**src/rtl/utmi_pkg.sv**
```systemverilog
// Shared definitions for the UTMI receive path: state encoding, SYNC
// default, PID integrity check and the common token/handshake PIDs.
package utmi_pkg;

  localparam int unsigned BYTE_W = 8;

  typedef enum logic [2:0] {
    ST_IDLE  = 3'd0,
    ST_PID   = 3'd1,
    ST_DATA  = 3'd2,
    ST_ERR   = 3'd3,
    ST_FLUSH = 3'd4
  } rx_state_t;

  localparam logic [BYTE_W-1:0] SYNC_BYTE_DEF = 8'h2A;

  localparam logic [BYTE_W-1:0] PID_OUT   = 8'hE1;
  localparam logic [BYTE_W-1:0] PID_IN    = 8'h69;
  localparam logic [BYTE_W-1:0] PID_SETUP = 8'h2D;
  localparam logic [BYTE_W-1:0] PID_DATA0 = 8'hC3;
  localparam logic [BYTE_W-1:0] PID_DATA1 = 8'h4B;
  localparam logic [BYTE_W-1:0] PID_ACK   = 8'hD2;

  // Low nibble must be the bitwise complement of the high nibble.
  function automatic logic pid_ok(input logic [BYTE_W-1:0] b);
    return b[3:0] == ~b[7:4];
  endfunction

endpackage

```
**src/rtl/utmi_rx_pack.sv**
```systemverilog
// Byte-to-word packer feeding the SIE data bus.
// Ports:
//   clk_1, rst       clock and synchronous active-high reset
//   push, din        accept one byte into the packet stream
//   flush            emit any pending odd byte (high byte zeroed)
//   clear            drop any pending byte, no output
//   data, valid,     registered SIE word and its low/high byte strobes
//   validh
// With DATA_WIDTH=8 this is a plain one-stage pass-through register.
module utmi_rx_pack
  import utmi_pkg::*;
#(
  parameter int unsigned DATA_WIDTH = 8
) (
  input  logic                  clk_1,
  input  logic                  rst,
  input  logic                  push,
  input  logic                  flush,
  input  logic                  clear,
  input  logic [BYTE_W-1:0]     din,
  output logic [DATA_WIDTH-1:0] data,
  output logic                  valid,
  output logic                  validh
);

  if (DATA_WIDTH == 16) begin : g_w16
    logic [BYTE_W-1:0] held;
    logic              pending;

    // Pair bytes low-first; push together with flush and nothing pending
    // emits the new byte alone as a half word.
    always_ff @(posedge clk_1) begin
      if (rst) begin
        held    <= '0;
        pending <= 1'b0;
        data    <= '0;
        valid   <= 1'b0;
        validh  <= 1'b0;
      end else begin
        valid  <= 1'b0;
        validh <= 1'b0;
        if (clear) begin
          pending <= 1'b0;
        end else if (push && pending) begin
          data    <= {din, held};
          valid   <= 1'b1;
          validh  <= 1'b1;
          pending <= 1'b0;
        end else if (push && flush) begin
          data  <= {8'h00, din};
          valid <= 1'b1;
        end else if (push) begin
          held    <= din;
          pending <= 1'b1;
        end else if (flush && pending) begin
          data    <= {8'h00, held};
          valid   <= 1'b1;
          pending <= 1'b0;
        end
      end
    end
  end else begin : g_w8
    logic unused_flush;
    assign unused_flush = flush;
    assign validh       = 1'b0;

    always_ff @(posedge clk_1) begin
      if (rst) begin
        data  <= '0;
        valid <= 1'b0;
      end else begin
        valid <= push && !clear;
        if (push && !clear) data <= din;
      end
    end
  end

endmodule

```
**src/rtl/utmi_rx_sm_p.sv**
```systemverilog
// UTMI receive state machine: hunts SYNC, checks the PID, frames packet
// bytes to the SIE with RX_ACTIVE/RX_VALID/RX_VALIDH/RX_ERROR and detects
// babble and bit-stuff errors.
// Ports:
//   CLK, RST                      clock, synchronous active-high reset
//   SH_BYTE_VALID, SH_DATA_OUT,   byte stream from the shifter; a byte is
//   SH_DATA_WAIT                  taken only when valid and not stalled
//   SH_EOP, SH_ERR                end-of-packet and line-error pulses
//   RX_ACTIVE, RX_VALID,          registered SIE framing
//   RX_VALIDH, RX_ERROR
//   SIE_DATA                      received data, low byte first
//   RX_BYTE_CNT                   bytes accepted, PID included
module utmi_rx_sm_p
  import utmi_pkg::*;
#(
  parameter int unsigned       DATA_WIDTH = 8,
  parameter int unsigned       MAX_BYTES  = 1027,
  parameter logic [BYTE_W-1:0] SYNC_BYTE  = SYNC_BYTE_DEF,
  parameter int unsigned       CNT_W      = 11
) (
  input  logic                  CLK,
  input  logic                  RST,
  input  logic                  SH_BYTE_VALID,
  input  logic [BYTE_W-1:0]     SH_DATA_OUT,
  input  logic                  SH_DATA_WAIT,
  input  logic                  SH_EOP,
  input  logic                  SH_ERR,
  output logic                  RX_ACTIVE,
  output logic                  RX_VALID,
  output logic                  RX_VALIDH,
  output logic                  RX_ERROR,
  output logic [DATA_WIDTH-1:0] SIE_DATA,
  output logic [CNT_W-1:0]      RX_BYTE_CNT
);

  rx_state_t        state, state_d;
  logic [CNT_W-1:0] cnt_d;
  logic             err_d;
  logic             pk_push, pk_flush, pk_clear;
  logic             acc_c;
  logic             babble_c;

  assign acc_c    = SH_BYTE_VALID && !SH_DATA_WAIT;
  assign babble_c = (RX_BYTE_CNT == CNT_W'(MAX_BYTES));

  // Next state, counter and packer controls. Within one cycle a byte is
  // handled before EOP; SH_ERR overrides any byte.
  always_comb begin
    state_d  = state;
    cnt_d    = RX_BYTE_CNT;
    err_d    = 1'b0;
    pk_push  = 1'b0;
    pk_flush = 1'b0;
    pk_clear = 1'b0;
    case (state)
      ST_IDLE: begin
        if (acc_c && (SH_DATA_OUT == SYNC_BYTE)) state_d = ST_PID;
      end
      ST_PID, ST_DATA: begin
        if (SH_ERR) begin
          err_d    = 1'b1;
          pk_clear = 1'b1;
          state_d  = SH_EOP ? ST_FLUSH : ST_ERR;
        end else begin
          if (acc_c) begin
            if (babble_c) begin
              err_d    = 1'b1;
              pk_clear = 1'b1;
              state_d  = ST_ERR;
            end else begin
              pk_push = 1'b1;
              cnt_d   = RX_BYTE_CNT + CNT_W'(1);
              if (state == ST_PID) begin
                if (pid_ok(SH_DATA_OUT)) begin
                  state_d = ST_DATA;
                end else begin
                  // Bad PID is still shown to the SIE, alongside the error.
                  err_d    = 1'b1;
                  pk_flush = 1'b1;
                  state_d  = ST_ERR;
                end
              end
            end
          end
          if (SH_EOP) begin
            pk_flush = 1'b1;
            state_d  = ST_FLUSH;
          end
        end
      end
      ST_ERR: begin
        if (SH_EOP) state_d = ST_FLUSH;
      end
      ST_FLUSH: begin
        state_d = ST_IDLE;
      end
      default: begin
        state_d = ST_IDLE;
      end
    endcase
    if (state_d == ST_IDLE) cnt_d = '0;
  end

  // State and framing registers.
  always_ff @(posedge CLK) begin
    if (RST) begin
      state       <= ST_IDLE;
      RX_ACTIVE   <= 1'b0;
      RX_ERROR    <= 1'b0;
      RX_BYTE_CNT <= '0;
    end else begin
      state       <= state_d;
      RX_ACTIVE   <= (state_d != ST_IDLE);
      RX_ERROR    <= err_d;
      RX_BYTE_CNT <= cnt_d;
    end
  end

  utmi_rx_pack #(
    .DATA_WIDTH (DATA_WIDTH)
  ) u_pack (
    .clk_1  (CLK),
    .rst    (RST),
    .push   (pk_push),
    .flush  (pk_flush),
    .clear  (pk_clear),
    .din    (SH_DATA_OUT),
    .data   (SIE_DATA),
    .valid  (RX_VALID),
    .validh (RX_VALIDH)
  );

endmodule

```
**config.mk**
```make
export PLATFORM = sky130hd
export DESIGN_NAME = utmi_rx_sm_p
export DESIGN_NICKNAME = d
export VERILOG_FILES = /design/src/rtl/utmi_pkg.sv /design/src/rtl/utmi_rx_pack.sv /design/src/rtl/utmi_rx_sm_p.sv
export SDC_FILE = /design/constraint.sdc
export NUM_CORES = 1
export LEC_CHECK = 0
export CORE_ASPECT_RATIO = 0.9
export CORE_MARGIN = 2
export CORE_UTILIZATION = 50
export CTS_BUF_LIST = sky130_fd_sc_hd__clkbuf_16
export DETAILED_ROUTE_END_ITERATION = 6
export PLACE_DENSITY = 0.95
export SYNTH_ARGS = -nofsm -noshare
export SYNTH_HDL_FRONTEND = slang
export SYNTH_SLANG_ARGS = --single-unit
```
**constraint.sdc**
```tcl
create_clock -name CLK -period 3.55 [get_ports CLK]
set_input_delay 0.355 -clock CLK [delete_from_list [all_inputs] [get_ports CLK]]
set_output_delay 0.355 -clock CLK [all_outputs]
set_load 0.005 [all_outputs]
```
==> results.md, run 1 <==
- Int Pwr: about 450 uW
- Detailed-router iteration count before antenna repair: 4
- Main combinational cell family by area after synthesis: simple AND/OR/NAND/NOR gates
- Worst reg2reg setup slack: around 1.5 ns
- Via count: 1260
- Hold buffer count at CTS: 0
- Critical R2R Launch: RX_BYTE_CNT[7]
- Clock tree sinks: 25
- WL per Instance: 15.3 um
- CTS tree: built
- Clock skew: 0.00317 ns
- Ys async rst share: 0%
- Mapped Area: 1260 um2
- Adder-cell share of the synthesized area: 0.993%
- Final setup fails: 0
- Reg2Reg Depth: 4
- RSZ-0062 raised after global routing: no
- Library cells used by synthesis: 42
- Rel. slew slack: 59.7%
- Slew @ Worst Pin: approximately 0.60 ns
- Number of flops mapped to enable cells by yosys: 0
- Max-cap viol count: 0
- Max VDD drop: 0.350 mV
- Initial Util: 52.0%
- Syn avg cell area: 8.75 um2
- Grt ovf: 0
- Switch share: between 20% and 30%
- Hold Crit Endpoint: u_pack.data[0]
- Layout area overhead: 34.8%
- CP startpoint kind: flop
- TritonCTS buffer count: 3
- Critical Path End Type: flop
- Fin crit share: 58.9%
- Power Dens Cells: 334 nW/um2
- Final WL: 3.13 mm
- Most frequently used flop master after synthesis: dfxtp_1
- Core area: 2420 um2
- Clock period minus worst slack: ~2.1 ns
- Setup_tns: 0 ns
- Most used routing layer: met2
- CTS max path bufs: 2
- Simple-Gate Fraction of Synth Area: 31.4%
- Hold Path Origin: u_pack.data[0]
- Seq/Total Area, Yosys: 39.7%
- Worst-path maximum fanout: 19
- Most frequent cell after synthesis: dfxtp_1
- CTS clk-pin slew, worst paths: 0.06 ns
- Clock network fraction of design power: 44.3%
- Synth warn: 0
- Postcts setup bufs: 0
- DR vias/cell: about 6.1
- Total Routing Usage GR: 22.3%
- Die Ht: between 50 and 60 um
- GR met1 Demand/Resource: 27.4%
- Final Hold Vio Count: 0
- CTS root buffer: clkbuf_16
- Nets@finish: 193
- Pre-CTS setup slack: 1.24 ns
- Most instantiated cells after synthesis: dfxtp_1 (25), a21oi_1 (17), nand3_1 (12)
- Fill count: 192
- Placement Rows: 17
- Cells after Synth: 144
- Layout cells sized above 1: 8.47%
- Top cell type by total area after synthesis: dfxtp_1
- Vias in the first global route: 1226
- Switching power total: 116 uW
- Synth Area in Compound Gates: 17.1%
- PnR worst setup slack: 1.46 ns
- Initial antenna violation count: 0
- Reg area: 500 um2
- Synth top area share: 39.7%
- Post-CTS sizing: 0
- Hold Path Cell Cnt: 2
- Post-Synth XOR/XNOR Area: 6.85%
- Met2 Track Usage GR: between 40% and 50%
- Required time of the critical path: around 3.7 ns
- Crit path DAT: roughly 2.3 ns
- RD Place Congestion: 0.808
- Area contributors post-synth: dfxtp_1 (40%), a21oi_1 (6.8%), xor2_1 (5.6%)
- Latest clock arrival within the worst-skew pair: 0.26 ns
- DRC Markers: 0
- Leakage power: approximately 0.00056 uW
- Total Power: 567 uW
- Logic gate share of total power: 6.3%
- IO Port Bufs: 35
- Global-route wire length before repair: 5.26 mm
- Final HPWL DP: 2.30 mm
- Antenna viol nets, final: 0
- Status: completed
- Number of DRC markers in iteration 0: between 50 and 60
- Fraction of synthesized area in multiplexers: 0%
- I/O pin total: 37
- Multi-input logic area: 713 um2
- Count of pins over their slew limit: 0
- Hold/Removal Path Class: flop to flop
- Max Fclk: 478 MHz
- Syn nets: 159
- Sequential share of power: 49.5%
- RR Endpoint: state[0]
- Synth Register Bits: 25
- Die Wd: 56.9 um
- H-tree depth: 1
- Die ar.: about 2900 um2
- Setup CP Type: flop to flop
- Largest net degree at the start of global routing: 20
- # diodes: 0
- Global-route met3 utilization: 4.73%
[area by class of cell]
cell class | instances | area share [%]
Inverter | 3 | 0.663
Sequential cell | 25 | 29.5
Clock buffer | 3 | 4.42
Clock inverter | 1 | 0.295
Timing Repair Buffer | 36 | 21.1
Tap cell | 28 | 2.06
Multi-Input combinational cell | 109 | 42.0
[cell families (layout without fill, tap and decap cells)]
group           count (synthesis)  count (layout)
fa+ha+maj                       1               1
xor+xnor                        9               9
compound gates                 38              38
other cells                     1               1
simple gates                   60              60
flops                          25              25
buf+inv                        10              43
[placed cells by master, fill, tap and decap left out, types with 2 or more instances in the layout]
cell / synthesis / layout
o31ai_1: 5 / 5
nor3_1: 2 / 2
xor2_1: 8 / 8
inv_1: 3 / 3
or3_1: 5 / 5
o21ai_0: 10 / 10
dfxtp_1: 25 / 25
and2_2: 2 / 2
clkbuf_16: 0 / 3
nand2_1: 4 / 4
nor2_1: 7 / 7
nand4_1: 6 / 6
clkdlybuf4s50_1: 0 / 35
nand3_1: 12 / 12
or4_1: 4 / 4
nand3b_1: 2 / 2
a21oi_1: 17 / 17
and2_1: 2 / 2
[worst max-delay path: stages (launching register included)]
cell,delay [ns]
dfxtp_1,0.34
or4b_1,0.61
nor3_4,0.55
a21oi_1,0.23
a311oi_1,0.26
[flip-flops by register name, summed over array words and instances, names as in the netlist]
register      count
RX_ACTIVE         1
u_pack.valid      1
u_pack.data       8
state             3
RX_BYTE_CNT      11
RX_ERROR          1
[worst max path at each step]
stage	startpoint	end	slack, ns	cells past startpoint
5_1_grt	RX_BYTE_CNT[7]	state[0]	1.30	4
3_5_place_dp	SH_DATA_WAIT	RX_BYTE_CNT[9]	1.24	5
3_3_place_gp	SH_DATA_WAIT	RX_BYTE_CNT[9]	1.30	5
6_report	RX_BYTE_CNT[7]	state[0]	1.46	4
4_1_cts	RX_BYTE_CNT[8]	state[0]	1.48	4
2_1_floorplan	RX_BYTE_CNT[7]	u_pack.data[0]	1.84	5
[routing by layer]
| metal | part of all wire [%] | wire length [um] | vias up |
|---|---|---|---|
| met5 | 0 | 0 | - |
| met2 | 51 | 1590 | 53 |
| met4 | 0 | 0 | 0 |
| li1 | - | - | 603 |
| met1 | 43 | 1350 | 604 |
| met3 | 6.2 | 194 | 0 |
[power by group through the flow]
stage | clock network [uW] | registers [uW] | logic (uW)
2_1_floorplan | 0 | 287 | 13.8
3_5_place_dp | 0 | 287 | 34.8
3_3_place_gp | 0 | 287 | 33.2
4_1_cts | 255 | 280 | 35.1
6_report | 251 | 280 | 35.6
5_1_grt | 267 | 280 | 37.9
[metrics by stage]
step / area, um2 / utilization, % / cells / hold WS (ns)
after floorplan: 1260 / - / 144 / 0.470
after global placement: 1620 / 66.7 / 201 / 0.470
after detailed placement: 1620 / 66.7 / 201 / 0.469
after CTS: 1700 / 70.0 / 205 / 0.480
after global routing: 1700 / 70.0 / 205 / 0.517
final: 1700 / 70.0 / 205 / 0.483
(Power assumes the default switching activity.)
==> inputs of run 2 (changes only) <==
--- a/config.mk
+++ b/config.mk
@@ -7,10 +7,10 @@
 export LEC_CHECK = 0
 export CORE_ASPECT_RATIO = 0.9
 export CORE_MARGIN = 2
-export CORE_UTILIZATION = 50
+export CORE_UTILIZATION = 42
 export CTS_BUF_LIST = sky130_fd_sc_hd__clkbuf_16
 export DETAILED_ROUTE_END_ITERATION = 6
-export PLACE_DENSITY = 0.95
+export PLACE_DENSITY = 0.86
 export SYNTH_ARGS = -nofsm -noshare
 export SYNTH_HDL_FRONTEND = slang
 export SYNTH_SLANG_ARGS = --single-unit
==> constraint.sdc (replaced) <==
create_clock -name CLK -period 1.75 [get_ports CLK]
set_input_delay 0.175 -clock CLK [delete_from_list [all_inputs] [get_ports CLK]]
set_output_delay 0.175 -clock CLK [all_outputs]
set_load 0.005 [all_outputs]
==> run 2 against run 1 <==
  * Utilization up 0.051 points
  * Die area rose by 18%
  * Critical path depth grew 1
  * First-iteration DRC count increased by 42%
  * Register-to-register slack worse by 1.4 ns
  * Combinational power rose to 2.6 times the previous value
  * Critical path type is now input pin to flop
  * Highest routed layer is now met4
==> results.md, run 2 (synthesized netlist as in run 1, its figures left out) <==
- CTS max path bufs: 2 (unchanged)
- Initial Util: 45.1% (-6.8 points)
- Grt ovf: 0 (unchanged)
- Int Pwr: 930 uW (+110%)
- Number of DRC markers in iteration 0: 75 (+42%)
- Leakage power: 0.000710 uW (+28%)
- Initial antenna violation count: 0 (unchanged)
- Final HPWL DP: 2.70 mm (+18%)
- Max Fclk: between 500 and 600 MHz
- Crit-path max cell delay: 0.55 ns (-0.06 ns)
- Critical R2R Launch: RX_BYTE_CNT[0]
- Critical Path End Type: flop
- Count of pins over their slew limit: 0 (unchanged)
- Global-route wire length before repair: 6.21 mm (+18%)
- Final WL: 3.65 mm (+17%)
- DRC Markers: 0 (unchanged)
- CP Cell Sequence: clkdlybuf4s50_1 > nor4b_4 > nand2_2 > or4_1 > a21oi_2
- Total Routing Usage GR: 23.6% (+1.3 points)
- CTS tree: built
- Clock tree sinks: 25 (unchanged)
- Vias in the first global route: 1392 (+14%)
- Sequential share of power: 48.9% (-0.6 points)
- DR vias/cell: 5.51 (-10%)
- Setup_tns: 0 ns (unchanged)
- Max VDD drop: 0.467 mV (+34%)
- Crit path DAT: 1.90 ns (-0.36 ns)
- Final setup fails: 0 (unchanged)
- Layout cells sized above 1: 23.4% (+15 points)
- WL per Instance: 14.9 um (-2.3%)
- Reg2Reg Depth: 6 (+2)
- Core area: 2790 um2 (+15%)
- Hold buffer count at CTS: 0 (unchanged)
- TritonCTS buffer count: 3 (unchanged)
- Die Ht: 56.0 um (+8.4%)
- Layout area overhead: 55.3%
- RSZ-0062 raised after global routing: yes
- CTS root buffer: clkbuf_16
- Cells after DPL: 240 (+19%)
- Post-route non-filler standard cell count: 245 (+20%)
- Hold Path Cell Cnt: 2 (unchanged)
- Slowest stage cell, crit path: or4_1
- Total Power: 1160 uW (+110%)
- Die ar.: 3450 um2 (+18%)
- H-tree depth: 1 (unchanged)
- Clock skew: 0.00685 ns (+0.00368 ns)
- Setup CP Type: input pin to flop
- Worst reg2reg setup slack: 0.04 ns (-1.42 ns)
- Switch share: 20.0% (-0.37 points)
- Finished Cell Area: 1960 um2 (+15%)
- Final Hold Vio Count: 0 (unchanged)
- Max FFs per register: 11 (unchanged)
- Nets@finish: 221 (+15%)
- Reg with most FFs: RX_BYTE_CNT
- Die Wd: 61.7 um (+8.5%)
- Commonest non-fill, non-tap cell in the layout: clkdlybuf4s50_1
- Most frequent cells in the layout: clkdlybuf4s50_1 (35), buf_4 (27), dfxtp_1 (24), a21oi_1 (15), nand3_1 (12)
- Final Core Density: 70.1% (about the same)
- IO Port Bufs: 35 (unchanged)
- CTS clk-pin slew, worst paths: 0.06 ns (about the same)
- Hold Crit Endpoint: u_pack.data[5]
- Worst-path maximum fanout: 5 (-14)
- Required time of the critical path: 1.94 ns (-1.78 ns)
- Largest net degree at the start of global routing: 15 (-25%)
- Switching power total: 233 uW (+100%)
- Max-cap viol count: 0 (unchanged)
- Latest clock arrival within the worst-skew pair: 0.26 ns (about the same)
- Placement Rows: 18 (+1)
- Via count: 1351 (+7.2%)
- RD Place Congestion: 0.902 (+12%)
- Biggest regs: RX_BYTE_CNT (11), u_pack.data (8), state (3)
- Hold/Removal Path Class: flop to flop
- Clock period minus worst slack: 1.71 ns
- Detailed-router iteration count before antenna repair: 4 (unchanged)
- Antenna viol nets, final: 0 (unchanged)
- Status: completed
- RR Endpoint: RX_BYTE_CNT[6]
- I/O pin total: 37 (unchanged)
- # diodes: 0 (unchanged)
- Fin crit share: 97.9%
- Clock network fraction of design power: 43.2% (-1.1 points)
- Hold Path Origin: u_pack.data[5]
- Logic gate share of total power: 7.8% (+1.5 points)
- CP startpoint kind: input pin
- Placed Instance Area: 1850 um2 (+14%)
- Power Dens Cells: 594 nW/um2 (+78%)
run 2: metrics by stage:
step / setup WS [ns] / hold WS (ns)
floorplan: 0.0362 / 0.323
global placement: -0.146 / 0.467
detailed placement: -0.202 / 0.466
CTS: 0.00679 / 0.474
global route: -0.0277 / 0.511
finish: 0.0373 / 0.477
run 2: final cells by class:
type                       count  area (um2)
fill                         245         836
clock buffer                   3        75.1
multi-input combinational    109         729
tap                           40        50.0
inverter                       3        11.3
timing repair buffer          64         584
sequential                    25         502
clock inverter                 1        5.00
run 2: worst max-delay path, delay by kind of cell:
kind	cells	cell delay (ns)
buf+inv	1	0.49
compound gates	1	0.16
simple gates	3	1.07
run 2: routing by layer:
metal	wire length, um	global-route usage (%)	vias to the layer above
li1	-	-	654
met2	1920	39.8	49
met4	42	6.08	0
met1	1510	29.1	642
met5	0	0	-
met3	181	6.05	6
run 2: what timing repair did:
action | in CTS | in global routing
gates resized for setup | 2 | 5
pin swaps | 1 | 2
endpoints found under the setup margin | 10 | 13
setup buffers | 1 | 0
run 2: worst max path at each step:
stage / from / depth (start not counted) / slack (ns) / endpoint
final: SH_ERR / 5 / 0.04 / RX_BYTE_CNT[6]
after CTS: SH_DATA_WAIT / 5 / 0.007 / RX_BYTE_CNT[6]
after floorplan: RX_BYTE_CNT[7] / 5 / 0.04 / u_pack.data[0]
after global routing: state[2] / 4 / -0.03 / RX_BYTE_CNT[6]
after global placement: SH_DATA_WAIT / 5 / -0.15 / RX_BYTE_CNT[10]
after detailed placement: SH_DATA_WAIT / 5 / -0.20 / RX_BYTE_CNT[10]
run 2: power by group through the flow:
stage,clock network (uW),logic [uW],registers (uW)
finish,503,91.2,569
global route,553,97.6,568
CTS,510,90.0,569
detailed placement,0,89.7,582
global placement,0,86.1,582
floorplan,0,28.0,582
==> inputs of run 3 (changes only) <==
--- a/config.mk
+++ b/config.mk
@@ -7,10 +7,10 @@
 export LEC_CHECK = 0
 export CORE_ASPECT_RATIO = 0.9
 export CORE_MARGIN = 2
-export CORE_UTILIZATION = 42
+export CORE_UTILIZATION = 46
 export CTS_BUF_LIST = sky130_fd_sc_hd__clkbuf_16
 export DETAILED_ROUTE_END_ITERATION = 6
-export PLACE_DENSITY = 0.86
+export PLACE_DENSITY = 0.89
 export SYNTH_ARGS = -nofsm -noshare
 export SYNTH_HDL_FRONTEND = slang
 export SYNTH_SLANG_ARGS = --single-unit
==> constraint.sdc (replaced) <==
create_clock -name CLK -period 1.85 [get_ports CLK]
set_input_delay 0.185 -clock CLK [delete_from_list [all_inputs] [get_ports CLK]]
set_output_delay 0.185 -clock CLK [all_outputs]
set_load 0.005 [all_outputs]
==> run 3 against run 2 <==
  * Sequential power is 5.4% lower
  * Count of clock-buffer cells in the layout stayed put
  * Die area is 8.1% lower
  * Sequential share of layout area is 1.6 points higher
  * Critical path type is now flop to flop
  * Critical endpoint is now state[0]
  * Largest cell class unchanged
==> results.md, run 3 (synthesized netlist as in run 1, its figures left out) <==
- WL per Instance: 15.2 um (+1.9%)
- Leakage power: 0.000635 uW (-11%)
- Crit path buffers/inverters: 0 (-1)
- Nets@finish: 208 (-5.9%)
- Wl on met1: 1.35 mm (-11%)
- Layout cells sized above 1: 16.7% (-6.7 points)
- CTS clk-pin slew, worst paths: 0.06 ns (about the same)
- TritonCTS buffer count: 3 (unchanged)
- Count of pins over their slew limit: 0 (unchanged)
- Max FFs per register: 11 (unchanged)
- Die ar.: 3170 um2 (-8.1%)
- Status: completed
- Commonest non-fill, non-tap cell in the layout: clkdlybuf4s50_1
- Most frequent cells in the layout: clkdlybuf4s50_1 (35), dfxtp_1 (25), a21oi_1 (17), buf_4 (14), nand3_1 (11)
- I/O pin total: 37 (unchanged)
- Fin crit share: 95.8%
- CTS max path bufs: 2 (unchanged)
- Die Wd: 59.2 um (-4.2%)
- Clock skew: 0.00171 ns (-0.00514 ns)
- Clock tree sinks: 25 (unchanged)
- Final HPWL DP: 2.42 mm (-11%)
- Hold/Removal Path Class: flop to flop
- Met3 WL: 241 um (+33%)
- DRC Markers: 0 (unchanged)
- Reg with most FFs: RX_BYTE_CNT
- Slowest stage cell, crit path: or4_1
- RD Place Congestion: 0.854 (-5.4%)
- Fill count: 185 (-24%)
- Multi-input logic area: 726 um2 (-0.51%)
- Max-cap viol count: 0 (unchanged)
- Total Power: 1080 uW (-7.0%)
- Setup CP Type: flop to flop
- Power Dens Cells: 589 nW/um2 (-0.97%)
- Core area: 2530 um2 (-9.4%)
- Die Ht: 53.7 um (-4.1%)
- Critical Path End Type: flop
- Biggest regs: RX_BYTE_CNT (11), u_pack.data (8), state (3)
- Hold_ws: 0.480 ns (+0.00285 ns)
- Rel. slew slack: about two thirds
- CP Cell Sequence: or4_1 > nor3_4 > a21oi_1 > a311oi_1
- Max VDD drop: 0.551 mV (+18%)
- Number of DRC markers in iteration 0: 68 (-9.3%)
- H-tree depth: 1 (unchanged)
- Final WL: 3.34 mm (-8.5%)
- Global-route wire length before repair: 5.63 mm (-9.3%)
- Layout area overhead: 45.9%
- Slew @ Worst Pin: 0.490 ns
- Placed Instance Area: 1730 um2 (-6.5%)
- Initial Util: 49.8% (+4.7 points)
- DR vias/cell: 6.09 (+10%)
- Cell family with most CP delay: simple AND/OR/NAND/NOR gates
- Top Layer Used: met4
- Max Fclk: roughly 560 MHz
- Required time of the critical path: 2.01 ns (+0.07 ns)
- Hold buffer count at CTS: 0 (unchanged)
- Crit path DAT: 1.93 ns (+0.03 ns)
- Initial antenna violation count: 0 (unchanged)
- Via count: 1339 (-0.89%)
- CTS tree: built
- Crit-path max cell delay: 0.60 ns (+0.05 ns)
- Largest net degree at the start of global routing: 14 (-1)
- Worst-path maximum fanout: 6 (+1)
- Placement Rows: 17 (-1)
- Latest clock arrival within the worst-skew pair: 0.25 ns (about the same)
- CTS root buffer: clkbuf_16
- Vias in the first global route: 1273 (-8.5%)
- Total Routing Usage GR: 23.3% (-0.32 points)
- Final setup fails: 0 (unchanged)
- IO Port Bufs: 35 (unchanged)
- Reg area: 500 um2 (-0.25%)
- # diodes: 0 (unchanged)
- Detailed-router iteration count before antenna repair: 5 (+1)
- Final Hold Vio Count: 0 (unchanged)
- Antenna viol nets, final: 0 (unchanged)
- Finished Cell Area: 1840 um2 (-6.1%)
- Clock period minus worst slack: around 1.8 ns
- Total length of routed met2 wires: 1.69 mm (-12%)
- CP startpoint kind: flop
- Grt ovf: 0 (unchanged)
-- run 3: worst paths after layout --
check | end | startpoint | depth (start not counted) | slack [ns]
hold reg to reg | u_pack.data[3] | u_pack.data[3] | 2 | 0.48
setup / recovery | state[0] | RX_BYTE_CNT[3] | 4 | 0.08
setup reg to reg | state[0] | RX_BYTE_CNT[3] | 4 | 0.08
hold / removal | u_pack.data[3] | u_pack.data[3] | 2 | 0.48
-- run 3: cell type report --
cell class / instances / share of cell area (%)
clock buffer: 3 / 4.08
clock inverter: 1 / 0.204
inverter: 3 / 0.613
multi-input combinational: 109 / 39.5
sequential: 25 / 27.2
tap: 28 / 1.91
timing repair buffer: 51 / 26.5
-- run 3: metal layers --
metal,GRT usage (%),vias to the layer above
met1,27.5,619
met2,43.1,76
li1,-,632
met3,5.05,12
met5,0,-
met4,5.30,0
-- run 3: worst register-to-register path, cell delays in order, from the launching register on --
cell and delay [ns]:
dfxtp_1 0.31, or4_1 0.60, nor3_4 0.32, a21oi_1 0.18, a311oi_1 0.26
-- run 3: what timing repair did --
action,in CTS,in global routing
resized for setup,0,4
buffers inserted,0,2
hold endpoints to repair,0,0
setup endpoints to repair,0,12
-- run 3: stage by stage --
step / std cells / TNS (ns) / utilization, % / setup WS [ns]
finish: 220 / 0 / 72.6 / 0.0783
global route: 220 / -0.0189 / 72.6 / -0.0120
CTS: 218 / 0 / 71.4 / 0.0853
detailed placement: 214 / -0.891 / 68.3 / -0.129
global placement: 214 / -0.181 / 68.3 / -0.0690
floorplan: 144 / 0 / - / 0.136
-- run 3: power by group --
| part | switching [uW] | internal (uW) | total, uW |
|---|---|---|---|
| logic | 34.7 | 44.3 | 79.0 |
| registers | 0.0362 | 538 | 538 |
| clock network | 176 | 288 | 465 |
